--- src/rtl/i2c_pkg.sv ---
// Shared types and constants for the PCF8591-style I2C ADC responder.
package i2c_pkg;

  typedef enum logic [2:0] {
    IDLE,
    ADDR,
    ACK_OUT,
    WR_BYTE,
    RD_BYTE,
    RD_ACK,
    WAIT_STOP
  } i2c_state_e;

  localparam logic [6:0] PCF_ADDR = 7'h48;

  // Control byte field positions
  localparam int CH_LSB  = 0;
  localparam int CH_MSB  = 1;
  localparam int AUTOINC = 2;

  function automatic logic [7:0] ch_sel(input logic [31:0] data, input logic [1:0] idx);
    logic [7:0] r;
    r = data[7:0];
    case (idx)
      2'd0: r = data[7:0];
      2'd1: r = data[15:8];
      2'd2: r = data[23:16];
      2'd3: r = data[31:24];
      default: r = data[7:0];
    endcase
    return r;
  endfunction

endpackage

--- src/rtl/i2c_adc_responder_if.sv ---
// Open-drain I2C pad bundle: pad levels in, sda pull-down enable out.
interface i2c_adc_responder_if;
  logic scl_i;
  logic sda_i;
  logic sda_oe;

  modport slave  (input scl_i, input sda_i, output sda_oe);
  modport master (output scl_i, output sda_i, input sda_oe);
endinterface

--- src/rtl/i2c_line_filter.sv ---
// Two-flop synchronizer plus a FILT_LEN-sample glitch filter with edge strobes.
module i2c_line_filter #(
  parameter int FILT_LEN = 3
) (
  input  logic clk,
  input  logic rst_n,
  input  logic in_i,
  output logic level_o,
  output logic rise_o,
  output logic fall_o
);

  localparam logic [2:0] CNT_TC = 3'(FILT_LEN - 1);

  logic s1_q, s1_d;
  logic s2_q, s2_d;
  logic filt_q, filt_d;
  logic rise_q, rise_d;
  logic fall_q, fall_d;
  logic [2:0] cnt_q, cnt_d;

  // Down-counter reloads whenever the synchronized level agrees with the filtered one
  always_comb begin
    s1_d   = in_i;
    s2_d   = s1_q;
    filt_d = filt_q;
    cnt_d  = cnt_q;
    if (s2_q == filt_q) begin
      cnt_d = CNT_TC;
    end else if (cnt_q == 3'd0) begin
      filt_d = s2_q;
      cnt_d  = CNT_TC;
    end else begin
      cnt_d = cnt_q - 3'd1;
    end
    rise_d = filt_d & ~filt_q;
    fall_d = ~filt_d & filt_q;
  end

  always_ff @(posedge clk or negedge rst_n) begin
    if (!rst_n) begin
      s1_q   <= 1'b1;
      s2_q   <= 1'b1;
      filt_q <= 1'b1;
      cnt_q  <= CNT_TC;
      rise_q <= 1'b0;
      fall_q <= 1'b0;
    end else begin
      s1_q   <= s1_d;
      s2_q   <= s2_d;
      filt_q <= filt_d;
      cnt_q  <= cnt_d;
      rise_q <= rise_d;
      fall_q <= fall_d;
    end
  end

  assign level_o = filt_q;
  assign rise_o  = rise_q;
  assign fall_o  = fall_q;

endmodule

--- src/rtl/i2c_adc_responder.sv ---
// I2C target emulating a 4-channel 8-bit ADC with a DAC output register.
//   state     | meaning
//   IDLE      | bus free, waiting for START
//   ADDR      | shifting in address byte
//   ACK_OUT   | holding our ACK low for one scl period
//   WR_BYTE   | shifting in a control/DAC byte
//   RD_BYTE   | driving a sample byte out, MSB first
//   RD_ACK    | sampling the initiator's ACK/NACK
//   WAIT_STOP | not addressed or NACKed; ignore bits
module i2c_adc_responder
  import i2c_pkg::*;
#(
  parameter logic [6:0] DEV_ADDR = PCF_ADDR,
  parameter int         FILT_LEN = 3
) (
  input  logic                       clk,
  input  logic                       rst_n,
  i2c_adc_responder_if.slave         bus,
  input  logic [31:0]                ch_data,
  output logic [7:0]                 ctrl_word,
  output logic                       ctrl_valid,
  output logic [7:0]                 dac_out,
  output logic                       busy
);

  logic scl_lvl, scl_rise, scl_fall;
  logic sda_lvl, sda_rise, sda_fall;
  logic start_ev, stop_ev;

  i2c_line_filter #(.FILT_LEN(FILT_LEN)) u_scl_filt (
    .clk     (clk),
    .rst_n   (rst_n),
    .in_i    (bus.scl_i),
    .level_o (scl_lvl),
    .rise_o  (scl_rise),
    .fall_o  (scl_fall)
  );

  i2c_line_filter #(.FILT_LEN(FILT_LEN)) u_sda_filt (
    .clk     (clk),
    .rst_n   (rst_n),
    .in_i    (bus.sda_i),
    .level_o (sda_lvl),
    .rise_o  (sda_rise),
    .fall_o  (sda_fall)
  );

  assign start_ev = sda_fall & scl_lvl;
  assign stop_ev  = sda_rise & scl_lvl;

  i2c_state_e state_q, state_d;
  logic [3:0] bit_cnt_q, bit_cnt_d;
  logic [7:0] shift_q, shift_d;
  logic       rw_q, rw_d;
  logic       first_q, first_d;
  logic       sda_oe_q, sda_oe_d;
  logic [7:0] ctrl_word_q, ctrl_word_d;
  logic       ctrl_valid_q, ctrl_valid_d;
  logic [7:0] dac_q, dac_d;
  logic       busy_q, busy_d;
  logic [1:0] ptr_q, ptr_d;
  logic       do_load;
  logic [7:0] rd_byte;

  always_comb begin
    state_d      = state_q;
    bit_cnt_d    = bit_cnt_q;
    shift_d      = shift_q;
    rw_d         = rw_q;
    first_d      = first_q;
    sda_oe_d     = sda_oe_q;
    ctrl_word_d  = ctrl_word_q;
    ctrl_valid_d = 1'b0;
    dac_d        = dac_q;
    busy_d       = busy_q;
    ptr_d        = ptr_q;
    do_load      = 1'b0;
    rd_byte      = ch_sel(ch_data, ptr_q);

    if (start_ev) begin
      state_d   = ADDR;
      bit_cnt_d = 4'd0;
      sda_oe_d  = 1'b0;
    end else if (stop_ev) begin
      state_d  = IDLE;
      sda_oe_d = 1'b0;
      busy_d   = 1'b0;
    end else begin
      case (state_q)
        IDLE: ;
        ADDR, WR_BYTE: begin
          if (scl_rise && bit_cnt_q != 4'd8) begin
            shift_d   = {shift_q[6:0], sda_lvl};
            bit_cnt_d = bit_cnt_q + 4'd1;
          end else if (scl_fall && bit_cnt_q == 4'd8) begin
            bit_cnt_d = 4'd0;
            if (state_q == ADDR) begin
              if (shift_q[7:1] == DEV_ADDR) begin
                sda_oe_d = 1'b1;
                busy_d   = 1'b1;
                rw_d     = shift_q[0];
                first_d  = 1'b1;
                state_d  = ACK_OUT;
              end else begin
                state_d = WAIT_STOP;
              end
            end else begin
              sda_oe_d = 1'b1;
              state_d  = ACK_OUT;
              if (first_q) begin
                ctrl_word_d  = shift_q;
                ctrl_valid_d = 1'b1;
                ptr_d        = shift_q[CH_MSB:CH_LSB];
                first_d      = 1'b0;
              end else begin
                dac_d = shift_q;
              end
            end
          end
        end
        ACK_OUT: begin
          if (scl_fall) begin
            if (rw_q) begin
              do_load = 1'b1;
              state_d = RD_BYTE;
            end else begin
              sda_oe_d = 1'b0;
              state_d  = WR_BYTE;
            end
          end
        end
        RD_BYTE: begin
          // bit_cnt counts bits already driven; 0 means a byte is still to be loaded
          if (scl_fall) begin
            if (bit_cnt_q == 4'd0) begin
              do_load = 1'b1;
            end else if (bit_cnt_q == 4'd8) begin
              sda_oe_d = 1'b0;
              state_d  = RD_ACK;
            end else begin
              sda_oe_d  = ~shift_q[7];
              shift_d   = {shift_q[6:0], 1'b0};
              bit_cnt_d = bit_cnt_q + 4'd1;
            end
          end
        end
        RD_ACK: begin
          if (scl_rise) begin
            bit_cnt_d = 4'd0;
            if (!sda_lvl) begin
              state_d = RD_BYTE;
            end else begin
              sda_oe_d = 1'b0;
              state_d  = WAIT_STOP;
            end
          end
        end
        WAIT_STOP: sda_oe_d = 1'b0;
        default: begin
          state_d  = IDLE;
          sda_oe_d = 1'b0;
        end
      endcase
    end

    if (do_load) begin
      sda_oe_d  = ~rd_byte[7];
      shift_d   = {rd_byte[6:0], 1'b0};
      bit_cnt_d = 4'd1;
      if (ctrl_word_q[AUTOINC]) begin
        ptr_d = ptr_q + 2'd1;
      end
    end
  end

  always_ff @(posedge clk or negedge rst_n) begin
    if (!rst_n) begin
      state_q      <= IDLE;
      bit_cnt_q    <= 4'd0;
      shift_q      <= 8'h00;
      rw_q         <= 1'b0;
      first_q      <= 1'b0;
      sda_oe_q     <= 1'b0;
      ctrl_word_q  <= 8'h00;
      ctrl_valid_q <= 1'b0;
      dac_q        <= 8'h00;
      busy_q       <= 1'b0;
      ptr_q        <= 2'd0;
    end else begin
      state_q      <= state_d;
      bit_cnt_q    <= bit_cnt_d;
      shift_q      <= shift_d;
      rw_q         <= rw_d;
      first_q      <= first_d;
      sda_oe_q     <= sda_oe_d;
      ctrl_word_q  <= ctrl_word_d;
      ctrl_valid_q <= ctrl_valid_d;
      dac_q        <= dac_d;
      busy_q       <= busy_d;
      ptr_q        <= ptr_d;
    end
  end

  assign bus.sda_oe = sda_oe_q;
  assign ctrl_word  = ctrl_word_q;
  assign ctrl_valid = ctrl_valid_q;
  assign dac_out    = dac_q;
  assign busy       = busy_q;

endmodule

--- src/flat_wrapper.sv ---
// flat-port wrapper written by rule: the top's interface ports become plain ports
module i2c_adc_responder_flat import i2c_pkg::*;
#(
  parameter logic [6:0] DEV_ADDR = PCF_ADDR,
  parameter int         FILT_LEN = 3
)
  (clk, rst_n, ch_data, ctrl_word, ctrl_valid, dac_out, busy, bus_scl_i, bus_sda_i, bus_sda_oe);
  i2c_adc_responder_if bus_i ();
  input  logic clk;
  input  logic rst_n;
  input  logic [31:0] ch_data;
  output logic [7:0] ctrl_word;
  output logic ctrl_valid;
  output logic [7:0] dac_out;
  output logic busy;
  input wire logic [$bits(bus_i.scl_i)-1:0] bus_scl_i;
  input wire logic [$bits(bus_i.sda_i)-1:0] bus_sda_i;
  output wire logic [$bits(bus_i.sda_oe)-1:0] bus_sda_oe;
  assign bus_i.scl_i = bus_scl_i;
  assign bus_i.sda_i = bus_sda_i;
  assign bus_sda_oe = bus_i.sda_oe;
  i2c_adc_responder #(.DEV_ADDR(DEV_ADDR), .FILT_LEN(FILT_LEN)) u_core (.clk(clk), .rst_n(rst_n), .bus(bus_i), .ch_data(ch_data), .ctrl_word(ctrl_word), .ctrl_valid(ctrl_valid), .dac_out(dac_out), .busy(busy));
endmodule
--- config.mk ---
export PLATFORM = sky130hd
export DESIGN_NAME = i2c_adc_responder_flat
export DESIGN_NICKNAME = d
export VERILOG_FILES = /design/src/rtl/i2c_pkg.sv /design/src/rtl/i2c_adc_responder_if.sv /design/src/rtl/i2c_line_filter.sv /design/src/rtl/i2c_adc_responder.sv /design/src/flat_wrapper.sv
export SDC_FILE = /design/constraint.sdc
export NUM_CORES = 1
export LEC_CHECK = 0
export ABC_AREA = 1
export BUFFER_PORTS_ARGS = -buffer_cell sky130_fd_sc_hd__buf_2
export CAP_MARGIN = 30
export CORE_MARGIN = 3
export CORE_UTILIZATION = 30
export CTS_CLUSTER_SIZE = 25
export DETAILED_ROUTE_END_ITERATION = 8
export PLACE_DENSITY = 0.47
export SYNTH_ARGS = -nofsm -noshare
export SYNTH_HDL_FRONTEND = slang
export SYNTH_SLANG_ARGS = --single-unit
--- constraint.sdc ---
create_clock -name clk -period 1.7 [get_ports clk]
set_clock_uncertainty 0.15 [all_clocks]
set_input_delay 0.085 -clock clk [delete_from_list [all_inputs] [get_ports clk]]
set_output_delay 0.085 -clock clk [all_outputs]
set_load 0.01 [all_outputs]
## Word-level counts from Yosys, hierarchy flattened

Cells that the tools add are included.

- Output and inout bits: 19
- Flip-flop bits (word level): 54

- Mux-type cells: 85
- Bitwise operators: 17
- Equality and inequality tests: 46
- Reduce and logical (&&, ||, !) cells: 24
- Add/sub/neg operators: 4

Operators with widths:

| cell | count |
|---|---|
| $mux 8 | 7 |
| $mux 3 | 16 |
| $mux 1 | 37 |
| $mux 4 | 9 |
| $ne 4x2->1 const B | 9 |
| $reduce_and 7->1 | 5 |
| $pmux 8 s4 | 1 |
| $ne 5x2->1 const B | 6 |
| $mux 2 | 10 |
| $pmux 8 s2 | 1 |
| $pmux 3 s5 | 1 |
| $ne 3x2->1 const B | 4 |
| $ne 4x1->1 const B | 3 |
| $pmux 4 s3 | 1 |
| $reduce_and 6->1 | 2 |
| $not 1->1 | 11 |
| $ne 5x1->1 const B | 2 |
| $reduce_and 10->1 | 1 |
| $eq 3x3->1 const B | 3 |
| $logic_not 3->1 | 3 |
| $reduce_and 8->1 | 1 |
| $reduce_bool 2->1 | 4 |
| $eq 7x7->1 const B | 1 |
| $and 1x1->1 | 6 |
| 23 further kinds | 32 |

## Longest topological paths before layout

- Depth after elaboration: 9
- Depth in mapped cells: 12
- Gate-level depth less buffers: 12

## By module

A second synthesis with hierarchy kept.

- Cell total of the unflattened synthesis: 418
- Area total of the unflattened synthesis: 3141.8 µm²

By module, submodules not included:

| module | area each (µm²) | instances | sequential area each (µm²) | cells each |
|---|---|---|---|---|
| i2c_adc_responder | 2493.6 | 1 | 950.9 | 354 |
| i2c_line_filter | 324.1 | 2 | 205.2 | 32 |

## Worst setup path before layout

Ideal clock, no wire load.

- Path type: register -> register
- From: register u_core.bit_cnt_q[0]
- To: register u_core.dac_q[4] (netlist: u_core.dac_out[4])
- Path slack: -0.135 ns
- Arrival: 1.567 ns
- Clock period less this slack: 1.835 ns
- Stages on the path, launching flop included: 11
- Data required time: 1.432 ns
- Path through: dfrtp_1 > inv_1 > ha_1 > nand3_2 > nand2_2 > nand2_2 > nor4_4 > nand2_4 > buf_6 > nand2_2 > o21ai_2

- Longest elaborated chain between the ends: 4
- Elaborated cells between the ends (all ways): 6

Ends and longest elaborated chain:

| item | RTL line | source |
|---|---|---|
| start: declaration | i2c_adc_responder.sv:52 | `logic [3:0] bit_cnt_q, bit_cnt_d;` |
| start signal: assignment | i2c_adc_responder.sv:191 | `bit_cnt_q <= bit_cnt_d;` |
| $ne 4x4->1 | i2c_adc_responder.sv:92 | `if (scl_rise && bit_cnt_q != 4'd8) begin` |
| $logic_and 1x1->1 | i2c_adc_responder.sv:92 |  |
| $not 1->1 (no source line) | - |  |
| $reduce_and 7->1 (no source line) * | - |  |
| end signal: assignment | i2c_adc_responder.sv:186 | `dac_q <= 8'h00;` |
| end signal: assignment | i2c_adc_responder.sv:198 | `dac_q <= dac_d;` |
| end: declaration | i2c_adc_responder.sv:59 | `logic [7:0] dac_q, dac_d;` |

Mark *: on every way between the ends. The rest lies on a longest branch, timed or not.
A chain may end at the register's enable or synchronous reset.

## Worst setup path in the final report

- From: register u_core.bit_cnt_q[0]
- To: register u_core.dac_q[1] (netlist: u_core.dac_out[1])

Same word-level chain as after synthesis.

==> results.cfg <==
[clock_tree]
cts_buffer_depth = 2
clock_sinks = 54
h-tree-depth = 2
cts-buffers-inserted = 5
cts_root_buf = clkbuf_8
worstSkewPairLatency_ps = 310
cts.clk_slew.worst_paths_ps = 100
cts_tree = yes

[synth]
yosysMostFrequentCell = nand2_1
ys.warnings.count = 0
synth_flop_cell = dfrtp_1
muxShareOfSynthArea_pct = 0
avgSynthCellArea_um2 = 7.85
synth_top_area_share_pct = 37.7
synthTopCellsByCount = nand2_1, dfrtp_1, nor2_1
synthCells = 389
synth_top_area_cell = dfrtp_1
synth_edf_count = 0
synth_xor_area_share_pct = 1.72
synthSimpleGateAreaFrac_pct = 33.1
seq_area_frac_synth_pct = 44.6
syn_area_um2 = 3050
synth-seq-cells = 54
syn_nets = 435
synth_top_family_by_area = simple AND/OR/NAND/NOR gates
synthAdderAreaFrac_pct = 4.10
ys_types = 35
synth_compound_area_share_pct = 9.26
post_synth_main_area_contributors = dfrtp_1, nand2_1, dfstp_2, nand3_1, nor2_1
async_reset_ff_share_pct = 100

[worst_setup_path]
end_kind = flip-flop
crit_path_frequent_cell = buf_6
path_class = flip-flop to flip-flop
critPathSlowestCell = dfrtp_1
cp_max_fo = 7
max_stage_delay_ps = 410
crit_start = u_core.bit_cnt_q[0]
arrival_ps = 1900
start_kind = flip-flop
path_cells = inv_2 -> ha_4 -> nand4_4 -> buf_6 -> nor4_4 -> buf_6 -> nand2_8 -> nand2_2 -> o21ai_2
crit_required_ps = 1760
r2r_start = u_core.bit_cnt_q[0]

[place]
portBuffers = 54
place_ws_ps = -180
place_inst = 620
postPlaceCellArea_um2 = 3880
gp_congestion = 0.898
dpl.hpwl_mm = 6.09

[timing]
setup_ws_ps = -133
grt_setup_unrepaired = yes
min_period_ps = 1830
max_freq_ghz = 0.545
hold_viol_final = 0
fin_crit_sh_pct = 108
fin_setup_tns_ps = -2310
setup_viol = 28
timing.hold.ws_ps = 24.1
worstMarginPinSlew_ps = 387
max_slew_margin_pct = 73.9
maxSlewViolCount = 0

[global_route]
track_usage_pct = 14.6
grt_max_degree = 31
grt_pass1_wl_mm = 13.6
antenna_found_initial = 0
overflow = 0
grt_pass1_vias = 2855

[finish]
syn_to_final_growth_pct = 40.2
fin_cells = 640
drive_gt1_share_pct = 38.1
n_antenna_cell = 0
final_nets = 552
fin_area_um2 = 4280

[outcome]
violations = negative setup slack
status = finished, violations left

[power]
irDropWorstVdd_mv = 0.408
p_clk_share_pct = 20.9
p_leak_nw = 2.12
seqPwrFrac_pct = 40.8
pwr-share-comb_pct = 38.3
p_int_mw = 2.69
sw_frac_of_total_pct = 36.7
switchingPower_mw = 1.56
cellPowerDensity_nw_per_um2 = 993

[floorplanning]
die_w_um = 107
die_area_um2 = 11400
io_pins = 55
core_area_um2 = 9820
num_rows = 36
die_y_um = 107
start_util_pct = 31.1

[worst_hold_path]
hold_class = input port to flip-flop
hp-start = ch_data[6]

[detailed_routing]
viasPerCell = 4.48
drt_pre_antenna_iters = 4
vias = 2869
first_iter_violations = 128
wire_per_inst_um = 12.3
drc = 0
drt-total-wl_mm = 7.84
drtAntennaViolNets = 0

[flow_run]
cap_violations = 0
logic make-up (layout without fill, tap and decap cells):
family                   after synthesis  after routing
adder cells (fa/ha/maj)               10             10
flip-flops                            54             54
buffers and inverters                 51            168
AND/OR/NAND/NOR                      219            220
AO/OA/AOI/OAI                         49             49
XOR/XNOR                               6              6
cells in the final DEF (no fill, tap or decap), types with 2 or more instances in the layout:
master / instances
a21oi_1: 5
a21oi_2: 2
a21oi_4: 2
a31oi_1: 2
buf_12: 2
buf_2: 54
buf_4: 54
buf_6: 6
clkbuf_8: 5
dfrtp_1: 46
dfstp_2: 8
dlygate4sd3_1: 3
ha_1: 9
inv_1: 32
inv_2: 7
nand2_1: 103
nand2_2: 12
nand2_4: 7
nand2_8: 2
nand3_1: 26
nand3_2: 5
nand3_4: 3
nand4_1: 10
nor2_1: 36
nor2_2: 6
nor3_1: 4
o21a_1: 2
o21ai_0: 14
o21ai_1: 12
o21ai_2: 7
xnor2_1: 3
xor2_1: 3
power by group through the flow:
stage / combinational [mW] / sequential (mW) / clock [mW]
after global routing: 1.84 / 1.77 / 0.972
after CTS: 1.57 / 1.73 / 0.925
after global placement: 1.47 / 1.75 / 0
after floorplan: 0.854 / 1.71 / 0
final: 1.63 / 1.74 / 0.889
after detailed placement: 1.47 / 1.75 / 0
critical path: cells and delay by family, from the launching register on:
kind,cells,cell delay [ps]
flops,1,410
compound gates,1,50
simple gates,4,540
buf+inv,3,410
fa+ha+maj,1,180
routing by layer:
layer	vias up	routed length, µm	GRT usage [%]
li1	1492	-	-
met1	1298	3950	21.7
met2	67	3440	22.1
met3	12	305	2.29
met4	0	146	4.02
met5	-	0	0
through the flow:
| stage | utilization [%] | power (mW) |
|---|---|---|
| floorplan | - | 2.56 |
| global placement | 39.5 | 3.22 |
| detailed placement | 39.5 | 3.22 |
| CTS | 42.5 | 4.22 |
| global route | 43.6 | 4.59 |
| finish | 43.6 | 4.25 |
layout make-up:
type | instances | area [µm²]
repair buffers | 119 | 813
clock buffers | 5 | 68.8
multi-input cells | 285 | 1670
inverters | 41 | 164
well taps | 133 | 166
flip-flops and latches | 54 | 1360
clock inverters | 3 | 43.8
fillers | 1056 | 5540
final timing paths:
kind,to,slack (ps),depth (start not counted)
max,u_core.dac_out[1],-130,9
min,u_core.shift_q[7],20,5
max reg2reg,u_core.dac_out[1],-130,9
min reg2reg,u_core.u_sda_filt.s2_q,210,0
max in group asynchronous,u_core.dac_out[4],930,3
min in group asynchronous,u_core.state_q[1],150,3
flip-flops by register name (all words and copies together), names as in the netlist, 2 cells and up:
signal,cells
u_core.u_scl_filt.cnt_q,3
u_core.state_q,3
u_core.ptr_q,2
u_core.u_sda_filt.cnt_q,3
u_core.shift_q,8
u_core.dac_out,8
u_core.bit_cnt_q,4
u_core.ctrl_word,8
timing repair:
| item | in CTS | in global routing |
|---|---|---|
| endpoints found under the hold margin | 56 | 0 |
| setup endpoints to repair | 36 | 38 |
| gates cloned | 1 | 0 |
| pin swaps | 10 | 12 |
| hold buffers | 3 | 0 |
| setup buffers | 5 | 3 |
| resized for setup | 29 | 24 |
(Power assumes the default switching activity.)
